### config.mk
export PLATFORM = sky130hd
export DESIGN_NAME = draw_source_scheduler_flat
export DESIGN_NICKNAME = d
export VERILOG_FILES = /design/src/rtl/frame_manager_pkg.sv /design/src/rtl/draw_source_scheduler_if.sv /design/src/rtl/draw_source_scheduler.sv /design/src/flat_wrapper.sv
export SDC_FILE = /design/constraint.sdc
export NUM_CORES = 1
export LEC_CHECK = 0
export CELL_PAD_IN_SITES_DETAIL_PLACEMENT = 0
export CELL_PAD_IN_SITES_GLOBAL_PLACEMENT = 2
export CORE_MARGIN = 3
export CORE_UTILIZATION = 26
export CTS_CLUSTER_DIAMETER = 120
export DETAILED_ROUTE_END_ITERATION = 10
export GPL_TIMING_DRIVEN = 0
export PLACE_DENSITY_LB_ADDON = 0.25
export SYNTH_ARGS = -nofsm -noshare
export SYNTH_HDL_FRONTEND = slang
export SYNTH_SLANG_ARGS = --single-unit
### constraint.sdc
create_clock -name clk -period 2.15 [get_ports clk]
set_input_delay 0.215 -clock clk [delete_from_list [all_inputs] [get_ports clk]]
set_output_delay 0.215 -clock clk [all_outputs]
set_load 0.02 [all_outputs]
### src/rtl/frame_manager_pkg.sv
// Frame geometry and colour constants shared by the frame manager blocks.
// Pure constants; no logic.
package frame_manager_pkg;
    localparam int DRAW_WIDTH        = 320;
    localparam int DRAW_HEIGHT       = 240;
    localparam int DRAW_WIDTH_ADDRW  = 9;
    localparam int DRAW_HEIGHT_ADDRW = 8;
    localparam int COLOR_DEPTH       = 9;
    localparam int SOURCE_SEL_ADDRW  = 3;
endpackage

### src/rtl/draw_source_scheduler_if.sv
// Draw-source bus: scheduler selects a source and flags readiness, the source streams pixels.
// master = scheduler side, slave = draw source side.
interface draw_source_scheduler_if;
    import frame_manager_pkg::*;

    logic [SOURCE_SEL_ADDRW-1:0]  write_source_sel;
    logic                         write_awaited;
    logic                         write_active;
    logic [COLOR_DEPTH-1:0]       write_color_data;
    logic                         write_transparent;
    logic [DRAW_WIDTH_ADDRW-1:0]  write_x_addr;
    logic [DRAW_HEIGHT_ADDRW-1:0] write_y_addr;

    modport master (
        output write_source_sel, write_awaited,
        input  write_active, write_color_data, write_transparent, write_x_addr, write_y_addr
    );

    modport slave (
        input  write_source_sel, write_awaited,
        output write_active, write_color_data, write_transparent, write_x_addr, write_y_addr
    );
endinterface

### src/rtl/draw_source_scheduler.sv
// Purpose: walks draw sources 0..SOURCE_COUNT-1 once per frame pass, forwarding their pixels to the framebuffer.
// Latency: accepted pixel -> fb_wr_en one cycle later; transparent/off-screen pixels are dropped.
// Backpressure: none; write_awaited gates the source, frame_start while busy is dropped. Optional watchdog: DRAW_SCHED_TIMEOUT_EN.
module draw_source_scheduler
    import frame_manager_pkg::*;
#(
    parameter int SOURCE_COUNT   = 4,
    parameter int TIMEOUT_CYCLES = 4096
) (
    input  logic                         clk,
    input  logic                         resetN,
    input  logic                         frame_start,
    draw_source_scheduler_if.master      src,
    output logic                         fb_wr_en,
    output logic [DRAW_WIDTH_ADDRW-1:0]  fb_wr_x,
    output logic [DRAW_HEIGHT_ADDRW-1:0] fb_wr_y,
    output logic [COLOR_DEPTH-1:0]       fb_wr_color,
    output logic                         busy,
    output logic                         frame_done,
    output logic                         frame_overrun,
    output logic                         source_timeout
);

    localparam logic [2:0] S_IDLE       = 3'd0;
    localparam logic [2:0] S_SELECT     = 3'd1;
    localparam logic [2:0] S_WAIT_START = 3'd2;
    localparam logic [2:0] S_DRAWING    = 3'd3;
    localparam logic [2:0] S_NEXT       = 3'd4;
    localparam logic [2:0] S_DONE       = 3'd5;

    localparam logic [SOURCE_SEL_ADDRW-1:0]  LAST_SEL = SOURCE_SEL_ADDRW'(SOURCE_COUNT - 1);
    localparam logic [DRAW_WIDTH_ADDRW:0]    X_LIMIT  = (DRAW_WIDTH_ADDRW + 1)'(DRAW_WIDTH);
    localparam logic [DRAW_HEIGHT_ADDRW:0]   Y_LIMIT  = (DRAW_HEIGHT_ADDRW + 1)'(DRAW_HEIGHT);

    generate
        if (SOURCE_COUNT < 1 || SOURCE_COUNT > (1 << SOURCE_SEL_ADDRW) || TIMEOUT_CYCLES < 2) begin : g_bad_cfg
            $error("draw_source_scheduler: illegal SOURCE_COUNT/TIMEOUT_CYCLES");
        end
    endgenerate

    logic [2:0]                  state;
    logic [2:0]                  state_nxt;
    logic [SOURCE_SEL_ADDRW-1:0] sel;
    logic                        draw_window;
    logic                        pix_accept;
    logic                        pix_visible;
    logic                        wd_expire;

    assign draw_window = (state == S_WAIT_START) || (state == S_DRAWING);
    assign pix_accept  = draw_window && src.write_active;
    assign pix_visible = !src.write_transparent
                      && ({1'b0, src.write_x_addr} < X_LIMIT)
                      && ({1'b0, src.write_y_addr} < Y_LIMIT);

`ifdef DRAW_SCHED_TIMEOUT_EN
    localparam int TW = (TIMEOUT_CYCLES > 1) ? $clog2(TIMEOUT_CYCLES) : 1;

    logic [TW-1:0] wd_cnt;

    assign wd_expire = draw_window && (wd_cnt == TW'(TIMEOUT_CYCLES - 1));

    // SELECT always precedes WAIT_START, so clearing there gives a zero count on entry.
    always_ff @(posedge clk or negedge resetN) begin
        if (!resetN) begin
            wd_cnt         <= '0;
            source_timeout <= 1'b0;
        end else begin
            source_timeout <= wd_expire;
            if (state == S_SELECT)
                wd_cnt <= '0;
            else if (draw_window)
                wd_cnt <= wd_cnt + TW'(1);
        end
    end
`else
    assign wd_expire      = 1'b0;
    assign source_timeout = 1'b0;
`endif

    always_comb begin
        state_nxt = state;
        case (state)
            S_IDLE:       if (frame_start) state_nxt = S_SELECT;
            S_SELECT:     state_nxt = S_WAIT_START;
            S_WAIT_START: if (wd_expire) state_nxt = S_NEXT;
                          else if (src.write_active) state_nxt = S_DRAWING;
            S_DRAWING:    if (wd_expire || !src.write_active) state_nxt = S_NEXT;
            S_NEXT:       state_nxt = (sel == LAST_SEL) ? S_DONE : S_SELECT;
            S_DONE:       state_nxt = S_IDLE;
            default:      state_nxt = S_IDLE;
        endcase
    end

    always_ff @(posedge clk or negedge resetN) begin
        if (!resetN) begin
            state         <= S_IDLE;
            sel           <= '0;
            frame_overrun <= 1'b0;
        end else begin
            state         <= state_nxt;
            frame_overrun <= frame_start && (state != S_IDLE);
            if ((state == S_IDLE && frame_start) || state == S_DONE)
                sel <= '0;
            else if (state == S_NEXT && sel != LAST_SEL)
                sel <= sel + SOURCE_SEL_ADDRW'(1);
        end
    end

    // Address/colour only load on a real write so they hold between writes.
    always_ff @(posedge clk or negedge resetN) begin
        if (!resetN) begin
            fb_wr_en    <= 1'b0;
            fb_wr_x     <= '0;
            fb_wr_y     <= '0;
            fb_wr_color <= '0;
        end else begin
            fb_wr_en <= pix_accept && pix_visible;
            if (pix_accept && pix_visible) begin
                fb_wr_x     <= src.write_x_addr;
                fb_wr_y     <= src.write_y_addr;
                fb_wr_color <= src.write_color_data;
            end
        end
    end

    assign src.write_source_sel = sel;
    assign src.write_awaited    = draw_window;
    assign busy                 = (state != S_IDLE);
    assign frame_done           = (state == S_DONE);

endmodule
### src/flat_wrapper.sv
// flat-port wrapper written by rule: the top's interface ports become plain ports
module draw_source_scheduler_flat import frame_manager_pkg::*;
#(
    parameter int SOURCE_COUNT   = 4,
    parameter int TIMEOUT_CYCLES = 4096
)
  (clk, resetN, frame_start, fb_wr_en, fb_wr_x, fb_wr_y, fb_wr_color, busy, frame_done, frame_overrun, source_timeout, src_write_source_sel, src_write_awaited, src_write_active, src_write_color_data, src_write_transparent, src_write_x_addr, src_write_y_addr);
  draw_source_scheduler_if src_i ();
  input  logic clk;
  input  logic resetN;
  input  logic frame_start;
  output logic fb_wr_en;
  output logic [DRAW_WIDTH_ADDRW-1:0] fb_wr_x;
  output logic [DRAW_HEIGHT_ADDRW-1:0] fb_wr_y;
  output logic [COLOR_DEPTH-1:0] fb_wr_color;
  output logic busy;
  output logic frame_done;
  output logic frame_overrun;
  output logic source_timeout;
  output wire logic [$bits(src_i.write_source_sel)-1:0] src_write_source_sel;
  output wire logic [$bits(src_i.write_awaited)-1:0] src_write_awaited;
  input wire logic [$bits(src_i.write_active)-1:0] src_write_active;
  input wire logic [$bits(src_i.write_color_data)-1:0] src_write_color_data;
  input wire logic [$bits(src_i.write_transparent)-1:0] src_write_transparent;
  input wire logic [$bits(src_i.write_x_addr)-1:0] src_write_x_addr;
  input wire logic [$bits(src_i.write_y_addr)-1:0] src_write_y_addr;
  assign src_write_source_sel = src_i.write_source_sel;
  assign src_write_awaited = src_i.write_awaited;
  assign src_i.write_active = src_write_active;
  assign src_i.write_color_data = src_write_color_data;
  assign src_i.write_transparent = src_write_transparent;
  assign src_i.write_x_addr = src_write_x_addr;
  assign src_i.write_y_addr = src_write_y_addr;
  draw_source_scheduler #(.SOURCE_COUNT(SOURCE_COUNT), .TIMEOUT_CYCLES(TIMEOUT_CYCLES)) u_core (.clk(clk), .resetN(resetN), .frame_start(frame_start), .src(src_i), .fb_wr_en(fb_wr_en), .fb_wr_x(fb_wr_x), .fb_wr_y(fb_wr_y), .fb_wr_color(fb_wr_color), .busy(busy), .frame_done(frame_done), .frame_overrun(frame_overrun), .source_timeout(source_timeout));
endmodule
==> results of run 1 <==
-- worst max-delay path: cells and delay by family, from the launching register on --
| kind | cells | cell delay [ps] |
|---|---|---|
| and+or+nand+nor | 1 | 400 |
| buffers and inverters | 1 | 540 |
| DFF | 1 | 450 |
-- how the worst max path moves through the flow --
stage / cells after the start / start / end
2_1_floorplan: 5 / u_core.src.write_source_sel[0]$_DFFE_PN0P_ / u_core.src.write_source_sel[1]$_DFFE_PN0P_
3_3_place_gp: 5 / src_write_x_addr[7] / u_core.fb_wr_x[6]$_DFFE_PN0P_
3_5_place_dp: 5 / src_write_x_addr[7] / u_core.fb_wr_color[1]$_DFFE_PN0P_
4_1_cts: 2 / u_core.state[2]$_DFFE_PN0P_ / busy
5_1_grt: 2 / u_core.state[2]$_DFFE_PN0P_ / busy
6_report: 2 / u_core.state[2]$_DFFE_PN0P_ / busy
-- flip-flops by register name (all words and copies together), names as in the netlist --
register                     flops
u_core.fb_wr_y                   8
u_core.fb_wr_color               9
u_core.fb_wr_en                  1
u_core.fb_wr_x                   9
u_core.state                     3
u_core.frame_overrun             1
u_core.src.write_source_sel      3
-- routing by layer --
| metal | track usage (%) | up-vias | wire (um) |
|---|---|---|---|
| met1 | 11.81 | 481 | 1366 |
| met2 | 17.24 | 49 | 1461 |
| met4 | 2.534 | 0 | 16 |
| li1 | - | 484 | - |
| met5 | 0 | - | 0 |
| met3 | 6.098 | 4 | 378 |
-- through the flow --
stage	hold slack, ps	power, mW	utilization [%]
after floorplan	-80.59	1.954	-
after global placement	489.5	2.691	41.55
after detailed placement	336.7	2.710	41.45
after CTS	27.72	3.211	43.19
after global routing	65.36	3.366	43.19
final	7.046	3.163	43.19
-- where the power goes --
part	total [mW]	internal [mW]	switching, mW	leakage, nW
Sequential	1.12	0.932	0.189	0.410
Clock	0.480	0.258	0.222	0.0482
Combinational	1.56	0.878	0.684	0.570
-- layout make-up --
| cell class | instances | area (sq um) |
|---|---|---|
| well taps | 70 | 87.58 |
| fillers | 506 | 2994 |
| flip-flops and latches | 34 | 850.8 |
| repair buffers | 64 | 635.6 |
| inverters | 6 | 22.52 |
| clock inverters | 1 | 5.005 |
| plain buffers | 3 | 30.03 |
| clock buffers | 7 | 86.33 |
| multi-input cells | 56 | 558.0 |
-- cells in the mapped netlist, drive strengths merged --
master	n	area share [%]
nor4b	1	1.0
nand3	1	0.34
o21ai	2	0.68
dfrtp	34	58
nor2b	2	0.86
conb	1	0.26
nand2	3	0.77
buf	3	2.1
xnor2	1	0.60
a211oi	2	1.0
mux2i	1	0.68
a2bb2oi	4	2.4
and2b	1	0.60
nand4	2	1.9
and3b	1	0.60
nor3b	1	0.51
and2	1	0.43
or3b	1	0.60
ha	2	1.7
nor2	4	1.0
a21oi	1	0.34
a22o	1	0.60
mux2	22	21
or3	1	0.43
inv	6	1.5
-- kinds of logic after synthesis --
family | after synthesis | synth area share (%)
xor+xnor | 1 | 0.5994
mux | 23 | 21.49
compound gates | 10 | 5.051
fa+ha+maj | 2 | 1.712
other cells | 1 | 0.2566
buf+inv | 9 | 3.596
flops | 34 | 58.22
simple gates | 19 | 9.076
==> results by group, run 1 <==
Outcome
  – Status: finished clean

Floorplanning
  – Initial core utilization: 27.73%
  – Core area: 5270 sq um
  – Site Rows: 26
  – Die ar.: 6556 sq um
  – IO Count: 66
  – Die Wd: 80.97 um
  – Die height: 80.97 um

Cells and area
  – Fin cells: 241
  – Layout cell share with drive strength beyond 1: 21.64%
  – Area Overhead vs Synth: 55.74%
  – Diodes inserted: 0
  – Fin nets: 203
  – Design Area, Final: 2276 sq um
  – Most frequent cells in the layout: clkdlybuf4s50_1 (63), dfrtp_1 (34), mux2_4 (15)
  – Most common cell after layout, fill and taps aside: clkdlybuf4s50_1

Timing
  – Worst Tran Pin Value: 755.2 ps
  – Final Setup Violations: 0
  – Worst slew margin: 49.65%
  – Final worst slack: 261.7 ps
  – Clk_skew: 5.811 ps
  – Crit path time final: 1888 ps
  – Final Cycle Share: 87.83%
  – Unrepaired setup endpoints after global routing: no
  – Fmax: 529.6 MHz
  – Final hold vios: 0
  – Max-slew violation count: 0
  – Setup TNS: 0 ps

Drt
  – Post-Route WL: 3.222 mm
  – Routed Antenna Nets: 0
  – DRT Pass-1 Iters: 2
  – Wire per inst: 13.37 um
  – Detailed Route Iter0 Violations: 37
  – Vias per cell: 4.224
  – DRC Markers: 0
  – Via Count: 1018

Global route
  – Global Route Usage Sum: 10.53%
  – First-pass GRT wire length: 5.181 mm
  – Total congestion overflow: 0
  – Pin count of the biggest net entering global routing: 35
  – Vias in the first global route: 1097
  – Initial antenna violation count: 0

CTS
  – Resize count post-CTS: 0
  – Hold_buf cts: 0
  – Clk pin slew, worst setup/hold paths: 60 ps
  – Num CTS Buffers: 5
  – Htree depth: 2
  – Post-CTS Setup Inserts: 0
  – Clock Sinks: 34
  – CTS tree: built
  – CTS max path bufs: 2
  – Root Driver: clkbuf_8
  – Clk_lat worst skew: 280 ps

Critical path
  – R2R Setup Slk: 480 ps
  – Cell Chain, Critical Path: or3_1 > clkdlybuf4s50_1
  – Critical Path AT: 1670 ps
  – Slowest stage cell on the critical path: clkdlybuf4s50_1
  – Crit Path Category: register to primary output
  – R2R cell count: 5
  – CP peak stage delay: 540 ps
  – CP Capture Type: primary output
  – Worst path required time: 1930 ps
  – Reg-to-Reg End: u_core.src.write_source_sel[2]$_DFFE_PN0P_
  – Startpoint Class: register
  – Worst-path fanout max: 9
  – RR Startpoint: u_core.src.write_source_sel[0]$_DFFE_PN0P_

Yosys
  – Post-synth cell types: 28
  – Yosys warning count: 0
  – Sequential-to-total area share from yosys stat: 58.22%
  – Synth Net Count: 132
  – Synth Area per Inst: 14.76 sq um
  – #FFs+latches synth: 34
  – Post-Synthesis Cell Area: 1461 sq um
  – Mapped Cells: 99

Power and ir drop
  – Power Dens Cells: 1390 nW/um^2
  – Worst vdd ir: 0.5320 mV
  – Lkg Pwr: 1.028 nW

Place
  – DP Worst Slack: 52.65 ps
  – Placed instance area: 2185 sq um
  – Post-DP HPWL: 2.457 mm
  – Placed cell count: 233
  – GP Congestion: 0.7288
  – Port Buffers: 64

Min path
  – HP Class: primary input to async pin

Job
  – Max-cap violations: 0
(Power assumes the default switching activity.)
==> run 2, diff against run 1 <==
--- a/config.mk
+++ b/config.mk
@@ -12,7 +12,9 @@
 export CTS_CLUSTER_DIAMETER = 120
 export DETAILED_ROUTE_END_ITERATION = 10
 export GPL_TIMING_DRIVEN = 0
+export HOLD_SLACK_MARGIN = 0.02
 export PLACE_DENSITY_LB_ADDON = 0.25
+export SKIP_LAST_GASP = 1
 export SYNTH_ARGS = -nofsm -noshare
 export SYNTH_HDL_FRONTEND = slang
 export SYNTH_SLANG_ARGS = --single-unit
==> results of run 2 <==
Final layout, timing and power as in run 1 (identical DEF).
==> run 3, diff against run 2 <==
--- a/config.mk
+++ b/config.mk
@@ -8,9 +8,10 @@
 export CELL_PAD_IN_SITES_DETAIL_PLACEMENT = 0
 export CELL_PAD_IN_SITES_GLOBAL_PLACEMENT = 2
 export CORE_MARGIN = 3
-export CORE_UTILIZATION = 26
+export CORE_UTILIZATION = 38
 export CTS_CLUSTER_DIAMETER = 120
 export DETAILED_ROUTE_END_ITERATION = 10
+export DONT_BUFFER_PORTS = 1
 export GPL_TIMING_DRIVEN = 0
 export HOLD_SLACK_MARGIN = 0.02
 export PLACE_DENSITY_LB_ADDON = 0.25
==> results by group, run 3 (same netlist as run 1, synthesis figures left out) <==
Floorplanning
  – Die height: 68.02 um (-16%)
  – Site Rows: 21 (-19%)
  – IO Count: 66 (unchanged)
  – Core area: 3521 sq um (-33%)
  – Die ar.: 4626 sq um (-29%)
  – Die Wd: 68.02 um (-16%)
  – Initial core utilization: 41.51% (+14 points)

Timing
  – Final hold vios: 0 (unchanged)
  – Unrepaired setup endpoints after global routing: no
  – Crit path time final: 1769 ps (-119.3 ps)
  – Final Setup Violations: 0 (unchanged)
  – Setup TNS: 0 ps (unchanged)
  – Fmax: 565.3 MHz (+6.7%)
  – Clk_skew: 6.132 ps (+0.3213 ps)
  – Final Cycle Share: 82.28% (-5.6 points)
  – Max-slew violation count: 0 (unchanged)

Power and ir drop
  – Lkg Pwr: 0.8037 nW (-22%)
  – Switch share: 38.30% (+3.7 points)
  – Worst vdd ir: 0.7471 mV (+40%)
  – Combinational Power Share: 21.6% (-28 points)
  – Net load switching power: 1.010 mW (-7.8%)
  – Clk pwr share: 21.2% (+6.0 points)
  – Power Dens Cells: 1591 nW/um^2 (+14%)
  – Reg power frac: 57.2% (+22 points)
  – Int Pwr: 1.628 mW (-21%)

Cells and area
  – Diodes inserted: 0 (unchanged)
  – Design Area, Final: 1658 sq um (-27%)
  – Layout cell share with drive strength beyond 1: 34.86% (+13 points)
  – Most common cell after layout, fill and taps aside: dfrtp_1
  – Final Core Density: 47.09% (+3.9 points)
  – Biggest regs: u_core.fb_wr_color (9), u_core.fb_wr_x (9), u_core.fb_wr_y (8)
  – Fin nets: 141 (-31%)
  – Multi-input combinational cell area: 558.0 sq um (unchanged)
  – Most frequent cells in the layout: dfrtp_1 (34), mux2_4 (15), mux2_2 (7)
  – Register area: 850.8 sq um (unchanged)
  – Fillers: 333 (-34%)
  – Area Overhead vs Synth: 13.44%

Critical path
  – Worst-path fanout max: 4 (-5)
  – Critical Path AT: 1950 ps (+280 ps)
  – Startpoint Class: register
  – Worst path required time: 2330 ps (+400 ps)
  – CP Capture Type: register
  – Crit Path Category: register to register

Drt
  – Vias per cell: 5.019 (+19%)
  – Wire per inst: 17.15 um (+28%)
  – DRT Pass-1 Iters: 3 (+1)
  – Post-Route WL: 2.658 mm (-18%)
  – DRC Markers: 0 (unchanged)
  – Via Count: 778 (-24%)
  – Detailed Route Iter0 Violations: 29 (-22%)
  – Routed Antenna Nets: 0 (unchanged)

CTS
  – Clock Sinks: 34 (unchanged)
  – Resize count post-CTS: 0 (unchanged)
  – Clk pin slew, worst setup/hold paths: 70 ps (about the same)
  – Post-CTS Setup Inserts: 0 (unchanged)
  – Root Driver: clkbuf_8
  – Clk_lat worst skew: 280 ps (about the same)
  – CTS max path bufs: 2 (unchanged)
  – Num CTS Buffers: 5 (unchanged)
  – Htree depth: 2 (unchanged)
  – CTS tree: built

Job
  – Max-cap violations: 0 (unchanged)

Global route
  – Pin count of the biggest net entering global routing: 35 (unchanged)
  – Initial antenna violation count: 0 (unchanged)
  – First-pass GRT wire length: 4.029 mm (-22%)
  – Vias in the first global route: 825 (-25%)
  – Total congestion overflow: 0 (unchanged)
  – Global Route Usage Sum: 12.15% (+1.6 points)

Place
  – GP Congestion: 0.7198 (-1.2%)
  – Post-DP HPWL: 1.957 mm (-20%)
  – Placed instance area: 1519 sq um (-30%)
  – Port Buffers: 0 (-100%)

Min path
  – HP Class: primary input to register

Outcome
  – Status: finished clean
## run 3: path summary, 6_finish.rpt
check,depth (start not counted),startpoint,slack (ps),end
min,2,src_write_active,40,u_core.state[0]$_DFFE_PN0P_
max in group asynchronous,2,resetN,1560,u_core.fb_wr_x[4]$_DFFE_PN0P_
min reg2reg,1,u_core.state[2]$_DFFE_PN0P_,550,u_core.state[1]$_DFFE_PN0P_
max reg2reg,5,u_core.src.write_source_sel[0]$_DFFE_PN0P_,380,u_core.src.write_source_sel[2]$_DFFE_PN0P_
max,5,u_core.src.write_source_sel[0]$_DFFE_PN0P_,380,u_core.src.write_source_sel[2]$_DFFE_PN0P_
min in group asynchronous,2,resetN,410,u_core.fb_wr_color[6]$_DFFE_PN0P_
## run 3: final cells by class
class | instances | share of cell area (%)
clock inverters | 3 | 2.415
flip-flops and latches | 34 | 51.32
inverters | 6 | 1.358
multi-input cells | 56 | 33.66
clock buffers | 5 | 4.151
repair buffers | 2 | 1.811
plain buffers | 3 | 1.811
well taps | 46 | 3.472
## run 3: worst max-delay path: stages (launching register included)
cell and delay, ps:
dfrtp_1 480, ha_1 250, ha_1 200, nor4b_2 430, nor2_1 80, a211oi_1 240
## run 3: metrics by stage
| step | setup slack, ps | instances | power [mW] | hold WS, ps |
|---|---|---|---|---|
| after floorplan | 496.6 | 99 | 1.954 | -80.59 |
| after global placement | 394.8 | 145 | 2.065 | -79.86 |
| after detailed placement | 376.6 | 145 | 2.089 | -79.83 |
| after CTS | 356.5 | 155 | 2.684 | 33.58 |
| after global routing | 200.9 | 155 | 2.804 | 52.55 |
| final | 381.0 | 155 | 2.638 | 39.63 |
## run 3: timing repair
item | 4_1_cts | 5_1_grt
endpoints found under the hold margin | 34 | 0
hold buffers | 2 | 0
endpoints found under the setup margin | 0 | 0
## run 3: per-layer routing
metal	vias to the layer above	share of wire (%)	global-route usage [%]
met5	-	0	0
met2	45	47	17.33
met1	369	37	14.27
li1	357	-	-
met4	0	2.1	6.700
met3	7	14	6.897
## run 3: power groups by stage
| stage | logic, mW | clock network (mW) | registers, mW |
|---|---|---|---|
| after floorplan | 0.506 | 0 | 1.45 |
| after global placement | 0.542 | 0 | 1.52 |
| after detailed placement | 0.562 | 0 | 1.53 |
| after CTS | 0.583 | 0.581 | 1.52 |
| after global routing | 0.628 | 0.618 | 1.56 |
| final | 0.570 | 0.560 | 1.51 |
